<file path="src/rtl/ifetch_queue_pkg.sv">
// Shared definitions for the instruction-fetch queue.
//   XLEN          - address / instruction width the entry layout is built for
//   INSTR_BYTES   - fetch stride in bytes
//   fetch_entry_t - one prefetch-queue entry {pc, instr}
//   cnt_width()   - width of a counter that must hold 0..depth inclusive
package ifetch_pkg;

    localparam int XLEN        = 32;
    localparam int INSTR_BYTES = 4;

    typedef struct packed {
        logic [XLEN-1:0] pc;
        logic [XLEN-1:0] instr;
    } fetch_entry_t;

    function automatic int cnt_width(input int depth);
        return $clog2(depth + 1);
    endfunction

endpackage

</file>
<file path="src/rtl/ifetch_queue_if.sv">
// Bundle of the fetch stage's external handshakes: redirect input,
// instruction-memory request/response channels and the decoder channel.
//   master - the fetch stage (drives requests and the decoder head)
//   slave  - the environment (memory, decoder and branch unit)
interface ifetch_queue_if #(
    parameter int n = 32
);
    logic         redirect_valid;
    logic [n-1:0] redirect_pc;

    logic         imem_req_valid;
    logic         imem_req_ready;
    logic [n-1:0] imem_req_addr;

    logic         imem_rsp_valid;
    logic [n-1:0] imem_rsp_data;

    logic         dec_valid;
    logic         dec_ready;
    logic [n-1:0] dec_instr;
    logic [n-1:0] dec_pc;

    modport master (
        input  redirect_valid, redirect_pc,
        input  imem_req_ready, imem_rsp_valid, imem_rsp_data,
        input  dec_ready,
        output imem_req_valid, imem_req_addr,
        output dec_valid, dec_instr, dec_pc
    );

    modport slave (
        output redirect_valid, redirect_pc,
        output imem_req_ready, imem_rsp_valid, imem_rsp_data,
        output dec_ready,
        input  imem_req_valid, imem_req_addr,
        input  dec_valid, dec_instr, dec_pc
    );

endinterface

</file>
<file path="src/rtl/ifetch_queue_fifo.sv">
// Small synchronous FIFO used as the prefetch queue.
//   clk, rst   - clock, asynchronous active-high reset
//   push_i     - write wdata_i at the tail
//   pop_i      - advance the head
//   flush_i    - empty the FIFO (wins over push/pop)
//   wdata_i    - tail data
//   rdata_o    - head data (storage is reset, so it reads 0 after reset)
//   count_o    - current occupancy, 0..DEPTH
module sync_fifo
    import ifetch_pkg::*;
#(
    parameter  int WIDTH = 64,
    parameter  int DEPTH = 4,
    localparam int AW    = (DEPTH > 1) ? $clog2(DEPTH) : 1,
    localparam int CW    = cnt_width(DEPTH)
) (
    input  logic             clk,
    input  logic             rst,
    input  logic             push_i,
    input  logic             pop_i,
    input  logic             flush_i,
    input  logic [WIDTH-1:0] wdata_i,
    output logic [WIDTH-1:0] rdata_o,
    output logic [CW-1:0]    count_o
);

    logic [WIDTH-1:0] mem_q [DEPTH];
    logic [AW-1:0]    wr_ptr_q, wr_ptr_d;
    logic [AW-1:0]    rd_ptr_q, rd_ptr_d;
    logic [CW-1:0]    count_q,  count_d;

    // DEPTH is a power of two, so the pointers wrap on their own.
    always_comb begin
        wr_ptr_d = wr_ptr_q;
        rd_ptr_d = rd_ptr_q;
        count_d  = count_q;
        if (flush_i) begin
            wr_ptr_d = '0;
            rd_ptr_d = '0;
            count_d  = '0;
        end else begin
            if (push_i) wr_ptr_d = wr_ptr_q + AW'(1);
            if (pop_i)  rd_ptr_d = rd_ptr_q + AW'(1);
            count_d = count_q + CW'(push_i) - CW'(pop_i);
        end
    end

    always_ff @(posedge clk or posedge rst) begin
        if (rst) begin
            wr_ptr_q <= '0;
            rd_ptr_q <= '0;
            count_q  <= '0;
            for (int i = 0; i < DEPTH; i++) mem_q[i] <= '0;
        end else begin
            wr_ptr_q <= wr_ptr_d;
            rd_ptr_q <= rd_ptr_d;
            count_q  <= count_d;
            if (push_i && !flush_i) mem_q[wr_ptr_q] <= wdata_i;
        end
    end

    assign rdata_o = mem_q[rd_ptr_q];
    assign count_o = count_q;

endmodule

</file>
<file path="src/rtl/ifetch_queue.sv">
// Instruction-fetch stage: owns the fetch PC, issues in-order word requests
// to instruction memory, buffers returned words tagged with their PC and
// hands them to the decoder. A redirect flushes the queue and marks every
// outstanding request as stale so its response is dropped on arrival.
//   clk, rst - clock, asynchronous active-high reset
//   bus      - ifetch_queue_if master: redirect, imem req/rsp, decoder head
// The queue entry layout comes from ifetch_pkg, so n must equal XLEN.
module ifetch_queue
    import ifetch_pkg::*;
#(
    parameter int           n        = XLEN,
    parameter int           DEPTH    = 4,
    parameter logic [n-1:0] RESET_PC = '0
) (
    input  logic            clk,
    input  logic            rst,
    ifetch_queue_if.master  bus
);

    localparam int           CW      = cnt_width(DEPTH);
    localparam logic [CW:0]  DEPTH_C = DEPTH[CW:0];
    localparam logic [n-1:0] STEP    = n'(INSTR_BYTES);

    logic [n-1:0]  fetch_pc_q, fetch_pc_d;
    logic [n-1:0]  rsp_pc_q,   rsp_pc_d;
    logic [CW-1:0] inflight_q, inflight_d;
    logic [CW-1:0] discard_q,  discard_d;

    logic [CW-1:0] occ;
    logic [CW-1:0] live;
    logic [CW:0]   credit_used;
    logic          req_valid;
    logic          req_fire;
    logic          rsp_ok;
    logic          push;
    logic          pop;
    logic [n-1:0]  target;
    fetch_entry_t  wentry;
    fetch_entry_t  head;
    logic [$bits(fetch_entry_t)-1:0] fifo_rdata;

    assign target = bus.redirect_pc & ~n'(3);

    // Every live request already owns a queue slot, so the queue can
    // never overflow however responses bunch up.
    assign live        = inflight_q - discard_q;
    assign credit_used = {1'b0, occ} + {1'b0, live};
    assign req_valid   = !rst && !bus.redirect_valid
                         && (credit_used < DEPTH_C)
                         && ({1'b0, inflight_q} < DEPTH_C);
    assign req_fire    = req_valid && bus.imem_req_ready;

    // A response with nothing outstanding is a protocol error; it is ignored.
    assign rsp_ok = bus.imem_rsp_valid && (inflight_q != '0);
    assign push   = !bus.redirect_valid && rsp_ok && (discard_q == '0);
    assign pop    = bus.dec_valid && bus.dec_ready;

    always_comb begin
        fetch_pc_d = fetch_pc_q;
        rsp_pc_d   = rsp_pc_q;
        inflight_d = inflight_q;
        discard_d  = discard_q;
        if (bus.redirect_valid) begin
            // Everything still outstanding after this cycle is stale,
            // including nothing from the response dropped right now.
            fetch_pc_d = target;
            rsp_pc_d   = target;
            inflight_d = inflight_q - CW'(rsp_ok);
            discard_d  = inflight_q - CW'(rsp_ok);
        end else begin
            if (req_fire) fetch_pc_d = fetch_pc_q + STEP;
            if (rsp_ok) begin
                if (discard_q != '0) discard_d = discard_q - CW'(1);
                else                 rsp_pc_d  = rsp_pc_q + STEP;
            end
            inflight_d = inflight_q + CW'(req_fire) - CW'(rsp_ok);
        end
    end

    always_ff @(posedge clk or posedge rst) begin
        if (rst) begin
            fetch_pc_q <= RESET_PC;
            rsp_pc_q   <= RESET_PC;
            inflight_q <= '0;
            discard_q  <= '0;
        end else begin
            fetch_pc_q <= fetch_pc_d;
            rsp_pc_q   <= rsp_pc_d;
            inflight_q <= inflight_d;
            discard_q  <= discard_d;
        end
    end

    assign wentry.pc    = rsp_pc_q;
    assign wentry.instr = bus.imem_rsp_data;

    sync_fifo #(
        .WIDTH ($bits(fetch_entry_t)),
        .DEPTH (DEPTH)
    ) u_fifo (
        .clk     (clk),
        .rst     (rst),
        .push_i  (push),
        .pop_i   (pop),
        .flush_i (bus.redirect_valid),
        .wdata_i (wentry),
        .rdata_o (fifo_rdata),
        .count_o (occ)
    );

    assign head = fetch_entry_t'(fifo_rdata);

    assign bus.imem_req_valid = req_valid;
    assign bus.imem_req_addr  = fetch_pc_q;
    assign bus.dec_valid      = (occ != '0) && !bus.redirect_valid;
    assign bus.dec_instr      = head.instr;
    assign bus.dec_pc         = head.pc;

    a_rsp_without_request: assert property (
        @(posedge clk) disable iff (rst) bus.imem_rsp_valid |-> (inflight_q != '0));

    a_push_when_full: assert property (
        @(posedge clk) disable iff (rst) push |-> ({1'b0, occ} < DEPTH_C));

endmodule

</file>
<file path="src/flat_wrapper.sv">
// flat-port wrapper written by rule: the top's interface ports become plain ports
module ifetch_queue_flat import ifetch_pkg::*;
#(
    parameter int           n        = XLEN,
    parameter int           DEPTH    = 4,
    parameter logic [n-1:0] RESET_PC = '0
)
  (clk, rst, bus_redirect_valid, bus_redirect_pc, bus_imem_req_ready, bus_imem_rsp_valid, bus_imem_rsp_data, bus_dec_ready, bus_imem_req_valid, bus_imem_req_addr, bus_dec_valid, bus_dec_instr, bus_dec_pc);
  ifetch_queue_if #(.n(n)) bus_i ();
  input  logic clk;
  input  logic rst;
  input wire logic [$bits(bus_i.redirect_valid)-1:0] bus_redirect_valid;
  input wire logic [$bits(bus_i.redirect_pc)-1:0] bus_redirect_pc;
  input wire logic [$bits(bus_i.imem_req_ready)-1:0] bus_imem_req_ready;
  input wire logic [$bits(bus_i.imem_rsp_valid)-1:0] bus_imem_rsp_valid;
  input wire logic [$bits(bus_i.imem_rsp_data)-1:0] bus_imem_rsp_data;
  input wire logic [$bits(bus_i.dec_ready)-1:0] bus_dec_ready;
  output wire logic [$bits(bus_i.imem_req_valid)-1:0] bus_imem_req_valid;
  output wire logic [$bits(bus_i.imem_req_addr)-1:0] bus_imem_req_addr;
  output wire logic [$bits(bus_i.dec_valid)-1:0] bus_dec_valid;
  output wire logic [$bits(bus_i.dec_instr)-1:0] bus_dec_instr;
  output wire logic [$bits(bus_i.dec_pc)-1:0] bus_dec_pc;
  assign bus_i.redirect_valid = bus_redirect_valid;
  assign bus_i.redirect_pc = bus_redirect_pc;
  assign bus_i.imem_req_ready = bus_imem_req_ready;
  assign bus_i.imem_rsp_valid = bus_imem_rsp_valid;
  assign bus_i.imem_rsp_data = bus_imem_rsp_data;
  assign bus_i.dec_ready = bus_dec_ready;
  assign bus_imem_req_valid = bus_i.imem_req_valid;
  assign bus_imem_req_addr = bus_i.imem_req_addr;
  assign bus_dec_valid = bus_i.dec_valid;
  assign bus_dec_instr = bus_i.dec_instr;
  assign bus_dec_pc = bus_i.dec_pc;
  ifetch_queue #(.n(n), .DEPTH(DEPTH), .RESET_PC(RESET_PC)) u_core (.clk(clk), .rst(rst), .bus(bus_i));
endmodule
</file>
<file path="config.mk">
export PLATFORM = sky130hd
export DESIGN_NAME = ifetch_queue_flat
export DESIGN_NICKNAME = d
export VERILOG_FILES = /design/src/rtl/ifetch_queue_pkg.sv /design/src/rtl/ifetch_queue_if.sv /design/src/rtl/ifetch_queue_fifo.sv /design/src/rtl/ifetch_queue.sv /design/src/flat_wrapper.sv
export SDC_FILE = /design/constraint.sdc
export NUM_CORES = 1
export LEC_CHECK = 0
export ABC_AREA = 1
export BUFFER_PORTS_ARGS = -buffer_cell sky130_fd_sc_hd__buf_2
export CAP_MARGIN = 30
export CORE_ASPECT_RATIO = 1.5
export CORE_UTILIZATION = 45
export CTS_BUF_LIST = sky130_fd_sc_hd__clkbuf_4
export CTS_CLUSTER_DIAMETER = 80
export CTS_CLUSTER_SIZE = 12
export DETAILED_ROUTE_END_ITERATION = 16
export PLACE_DENSITY = 0.71
export SLEW_MARGIN = 40
export SYNTH_ARGS = -nofsm -noshare
export SYNTH_HDL_FRONTEND = slang
export SYNTH_SLANG_ARGS = --single-unit
</file>
<file path="constraint.sdc">
create_clock -name clk -period 25.8 [get_ports clk]
set_clock_uncertainty 0.15 [all_clocks]
set_input_delay 6.45 -clock clk [delete_from_list [all_inputs] [get_ports clk]]
set_output_delay 6.45 -clock clk [all_outputs]
set_load 0.005 [all_outputs]
</file>
==> results.ini, run 1 <==
[setup_path]
crit_path_end_kind = output port
reg2reg_depth = 16
start_kind = input port
r2r_start = u_core.inflight_q[0]
crit_fanout = 53
cp.arrival_ns = 7.85
r2r_setup_slack_ns = 22.04
timing.rr.end = u_core.inflight_q[2]
criticalPathCategory = in -> out
critical_path_required_ns = 19.20

[clock_tree]
cts_buffers = 30
cts.reportedPaths.clkPinSlew_ns = 0.12
clk_latency_ns = 0.80
cts_buffer_depth = 3
cts_root_buf = clkbuf_4
cts_setup_buffers = 0
postCtsResizedCells = 0
cts_tree = done
h-tree-depth = 1
cts_sinks = 321
cts_hold_buf = 0

[synth]
yosysTopAreaCell = dfrtp_1
synth_seq_area_share_pct = 51.20
synthCells = 1926
avgSynthCellArea_um2 = 8.146
synth_cell_types = 41
netlist.area_leader.share_pct = 51.20
post-synth-top-count-cell = nand2_1
synthTopCellsByCount = nand2_1 (474), dfrtp_1 (321), o21ai_1 (208)
yosysWarnings = 0
synth-edff-count = 0
synthesis.area_um2 = 15690
ys.flop_type = dfrtp_1
async_flop_share_pct = 100.0
ys_ff_latch = 321
synth_area_leaders = dfrtp_1 (51%), nand2_1 (11%), o21ai_1 (6.6%)

[global_route]
grt_max_degree = 109
grt_pass1_wl_mm = 65.27
antenna_found_initial = 1
gr-total-overflow = 0
grt_pass1_vias = 12983
grt_usage_pct = 22.51

[run_status]
outcome = complete, no violations

[hold_path]
hold_class = reg -> reg
min-delay-start = u_core.u_fifo.mem_q[151]
min_to = u_core.u_fifo.mem_q[151]
hold_depth = 2

[drt]
remaining_drc_errors = 0
drt-pass1-iter-count = 7
num_vias = 13358
ant_nets = 0
wl_per_cell_um = 16.17
wl_mm = 39.62
drt-initial-drc-count = 876
viasPerCell = 5.452

[place]
globalplace.congestion = 0.9261
port_buffers = 161
dp_hpwl_mm = 24.94

[floorplan]
ioPinCount = 168
initial_utilization_pct = 45.78
die_w_um = 154.5
rows = 83
die-area_um2 = 35630
core_um2 = 34270
die_h_um = 230.7

[power]
p_leak_nw = 8.264
power.density_nw_per_um2 = 87.89
irDropWorstVdd_uv = 42.48

[timing]
slew_headroom_pct = 43.73
rsz0062_at_grt = false
final.min_clock_period_ns = 14.45
finalHoldViolCount = 0
whs_ns = 0.3454
drv_slew = 0
fmax_mhz = 69.21
tightest_slew_ns = 0.8441
setup_viol = 0
tns_ns = 0
min_period_over_period_pct = 56.00

[layout]
syn_to_final_growth_pct = 6.970
nets = 2112
drive_above_1_share_pct = 11.76

[flow_run]
drv_cap = 0

layout by cell type (no fill, tap or decap), drive strengths merged, types with 4 or more instances in the layout:
| master | count |
|---|---|
| a21oi | 23 |
| nor2 | 194 |
| buf | 174 |
| o211ai | 14 |
| nand3 | 79 |
| ha | 17 |
| nand3b | 4 |
| xnor2 | 5 |
| o22ai | 62 |
| o21ai | 413 |
| nand2 | 480 |
| dfrtp | 321 |
| inv | 136 |
| clkinv | 4 |
| nand4 | 14 |
| conb | 4 |
| xor2 | 15 |
| nor3 | 17 |
| clkbuf | 32 |
through the flow:
step | cells | cell area, um^2 | power (mW) | setup slack, ns | util, %
final | 2450 | 16780 | 1.475 | 11.35 | 48.97
after global routing | 2450 | 16780 | 1.594 | 11.23 | 48.97
after CTS | 2449 | 16760 | 1.490 | 11.32 | 48.92
after detailed placement | 2415 | 16490 | 1.262 | 11.32 | 48.12
after global placement | 2415 | 16470 | 1.243 | 11.33 | 48.05
after floorplan | 1929 | 15700 | 1.051 | 10.32 | -
critical path, stage by stage:
cell and delay (ns):
buf_2 0.08, buf_4 0.49, inv_2 0.39, nand3_1 0.23, nor2_2 0.07, buf_2 0.12
sequential cells by signal (all words and copies together), names as in the netlist:
name,count
u_core.discard_q,3
u_core.u_fifo.wr_ptr_q,2
u_core.u_fifo.rd_ptr_q,2
u_core.inflight_q,3
u_core.bus.imem_req_addr,30
u_core.u_fifo.mem_q,248
u_core.rsp_pc_q,30
u_core.u_fifo.count_o,3
layer usage:
metal	share of wire (%)	up-vias	global-route usage [%]	routed length, um
li1	-	6539	-	-
met5	0	-	0	0
met2	50	404	40.48	19710
met4	2.7	0	7.859	1081
met3	5.5	70	3.060	2170
met1	42	6345	27.44	16660
area by class of cell:
| cell class | count | area [um^2] |
|---|---|---|
| Fill cell | 3416 | 17490 |
| Sequential cell | 321 | 8038 |
| Multi-Input combinational cell | 1356 | 6467 |
| Timing Repair Buffer | 174 | 933.4 |
| Inverter | 139 | 535.5 |
| Tap cell | 425 | 531.8 |
| Clock buffer | 32 | 240.2 |
| Clock inverter | 2 | 35.03 |
| Antenna cell | 1 | 2.502 |
report_power, final:
part / leakage, nW / total, mW / switching (mW) / internal (mW)
clock: 0.165 / 0.227 / 0.160 / 0.0671
sequential: 4.25 / 0.694 / 0.0822 / 0.612
combinational: 3.85 / 0.554 / 0.336 / 0.218
total: 8.26 / 1.48 / 0.578 / 0.897
cell families (layout without fill, tap and decap cells):
| kind of cell | Yosys count | after routing | share of synthesized area (%) |
|---|---|---|---|
| other | 1 | 5 | 0.02390 |
| XOR/XNOR | 20 | 20 | 1.116 |
| AO/OA/AOI/OAI | 520 | 520 | 17.63 |
| flip-flops | 321 | 321 | 51.20 |
| adder cells (fa/ha/maj) | 20 | 20 | 1.738 |
| buffers and inverters | 252 | 347 | 7.671 |
| AND/OR/NAND/NOR | 792 | 792 | 20.62 |
how the worst max path moves through the flow:
stage | end | startpoint | slack [ns] | cells after the start
5_1_grt | bus_imem_req_valid | bus_redirect_valid | 11.23 | 6
3_3_place_gp | bus_imem_req_valid | bus_redirect_valid | 11.33 | 6
2_1_floorplan | u_core.bus.imem_req_addr[10] | rst | 10.32 | 1
6_report | bus_imem_req_valid | bus_redirect_valid | 11.35 | 6
3_5_place_dp | bus_imem_req_valid | bus_redirect_valid | 11.32 | 6
4_1_cts | bus_imem_req_valid | bus_redirect_valid | 11.32 | 6
No activity file was read; power rests on OpenSTA's default activity.
==> inputs of run 2 (changes only) <==
==> constraint.sdc (replaced) <==
create_clock -name clk -period 13.4 [get_ports clk]
set_clock_uncertainty 0.15 [all_clocks]
set_input_delay 3.35 -clock clk [delete_from_list [all_inputs] [get_ports clk]]
set_output_delay 3.35 -clock clk [all_outputs]
set_load 0.005 [all_outputs]
==> results.ini, run 2 (same netlist as run 1, synthesis figures left out) <==
[flow_run]
drv_cap = 0

[setup_path]
cpPeakStageDelay_ns = 0.48
r2r_start = u_core.inflight_q[0]
crit_top_cell = buf_2
criticalPathCategory = in -> out
critical_path_required_ns = 9.90
path_cells = buf_2, buf_4, inv_2, nand3_1, nor2_2, buf_2
cp.arrival_ns = 4.73
critPathBufInv = 4
crit_slowest_cell = buf_4
crit_family = buffers and inverters
start_kind = input port
crit_path_end_kind = output port
path_depth = 6
cp-startpoint = bus_redirect_valid
crit_fanout = 53
reg2reg_depth = 16

[clock_tree]
cts_buffers = 30
clk_latency_ns = 0.76
postCtsResizedCells = 0
cts_hold_buf = 0
cts_sinks = 321
cts_tree = done
cts.reportedPaths.clkPinSlew_ns = 0.12
cts_root_buf = clkbuf_4
h-tree-depth = 1
cts_setup_buffers = 0
cts_buffer_depth = 3

[global_route]
grt_pass1_wl_mm = 65.05
gr-total-overflow = 0
grt_usage_pct = 22.41
grt_pass1_vias = 13097
grt_max_degree = 143
antenna_found_initial = 1

[timing]
min_period_over_period_pct = 61.45
final.min_clock_period_ns = 8.235
tns_ns = 0
finalHoldViolCount = 0
fmax_mhz = 121.4
rsz0062_at_grt = false
setup_viol = 0
drv_slew = 0
tightest_slew_ns = 0.8356
layout_setup_ws_ns = 5.165
slew_headroom_pct = 44.29

[place]
dp_cells = 2415
postPlaceCellArea_um2 = 16530
place_ws_ns = 5.119
dp_hpwl_mm = 25.18
port_buffers = 161
globalplace.congestion = 0.9251

[floorplan]
ioPinCount = 168
rows = 83
die-area_um2 = 35630
die_h_um = 230.7
core_um2 = 34270
die_w_um = 154.5
initial_utilization_pct = 45.78

[layout]
layout_commonest_cell = nand2_1
postLayoutCellArea_um2 = 16800
drive_above_1_share_pct = 11.76
largest_register_ffs = 248
syn_to_final_growth_pct = 7.058
top_register = u_core.u_fifo.mem_q
stdcell_count = 2450
most-common-layout-cells = nand2_1 (474), dfrtp_1 (319), o21ai_1 (208)
nets = 2112

[power]
p_leak_nw = 8.267
irDropWorstVdd_uv = 81.58
power.density_nw_per_um2 = 167.6

[hold_path]
hold_depth = 2
hold_class = reg -> reg
min-delay-start = u_core.u_fifo.mem_q[86]

[drt]
wl_mm = 39.78
remaining_drc_errors = 0
wl_per_cell_um = 16.24
num_vias = 13417
ant_nets = 0
viasPerCell = 5.476
drt-pass1-iter-count = 7
drt-initial-drc-count = 905

[run_status]
outcome = complete, no violations

run 2: worst paths after layout:
check	endpoint	slack, ns
worst min register to register	u_core.u_fifo.mem_q[86]	0.34
min in group asynchronous	u_core.u_fifo.count_o[0]	2.58
worst max-delay path	bus_imem_req_valid	5.17
worst min-delay path	u_core.u_fifo.mem_q[86]	0.34
worst max register to register	u_core.inflight_q[2]	9.54
max in group asynchronous	u_core.u_fifo.mem_q[77]	8.99
run 2: metrics by stage:
stage | power, mW | utilization (%) | hold slack (ns)
floorplan | 2.024 | - | 0.2978
global placement | 2.391 | 48.05 | 0.3104
detailed placement | 2.427 | 48.24 | 0.3142
CTS | 2.847 | 48.97 | 0.3453
global route | 3.042 | 49.01 | 0.3641
finish | 2.815 | 49.01 | 0.3441
run 2: tightest hold or removal path, cell delays in order (launching register included):
cell     delay (ns)
dfrtp_1        0.36
nand2_1        0.05
o21ai_0        0.05
run 2: routing by layer:
metal / track usage (%) / vias to the layer above / wire, um
met4: 8.075 / 0 / 1050
met5: 0 / - / 0
met1: 28.14 / 6393 / 17020
met3: 2.910 / 66 / 2257
met2: 39.37 / 427 / 19450
li1: - / 6531 / -
run 2: power breakdown:
part / switching (mW) / internal [mW]
Clock: 0.301 / 0.112
Combinational: 0.646 / 0.420
Sequential: 0.158 / 1.18
run 2: final cells by class:
type / count / area [um^2]
inverters: 139 / 535.5
diodes: 1 / 2.502
repair buffers: 174 / 970.9
flip-flops and latches: 321 / 8038
clock inverters: 1 / 3.754
well taps: 425 / 531.8
clock buffers: 33 / 247.7
multi-input cells: 1356 / 6467
fillers: 3396 / 17470
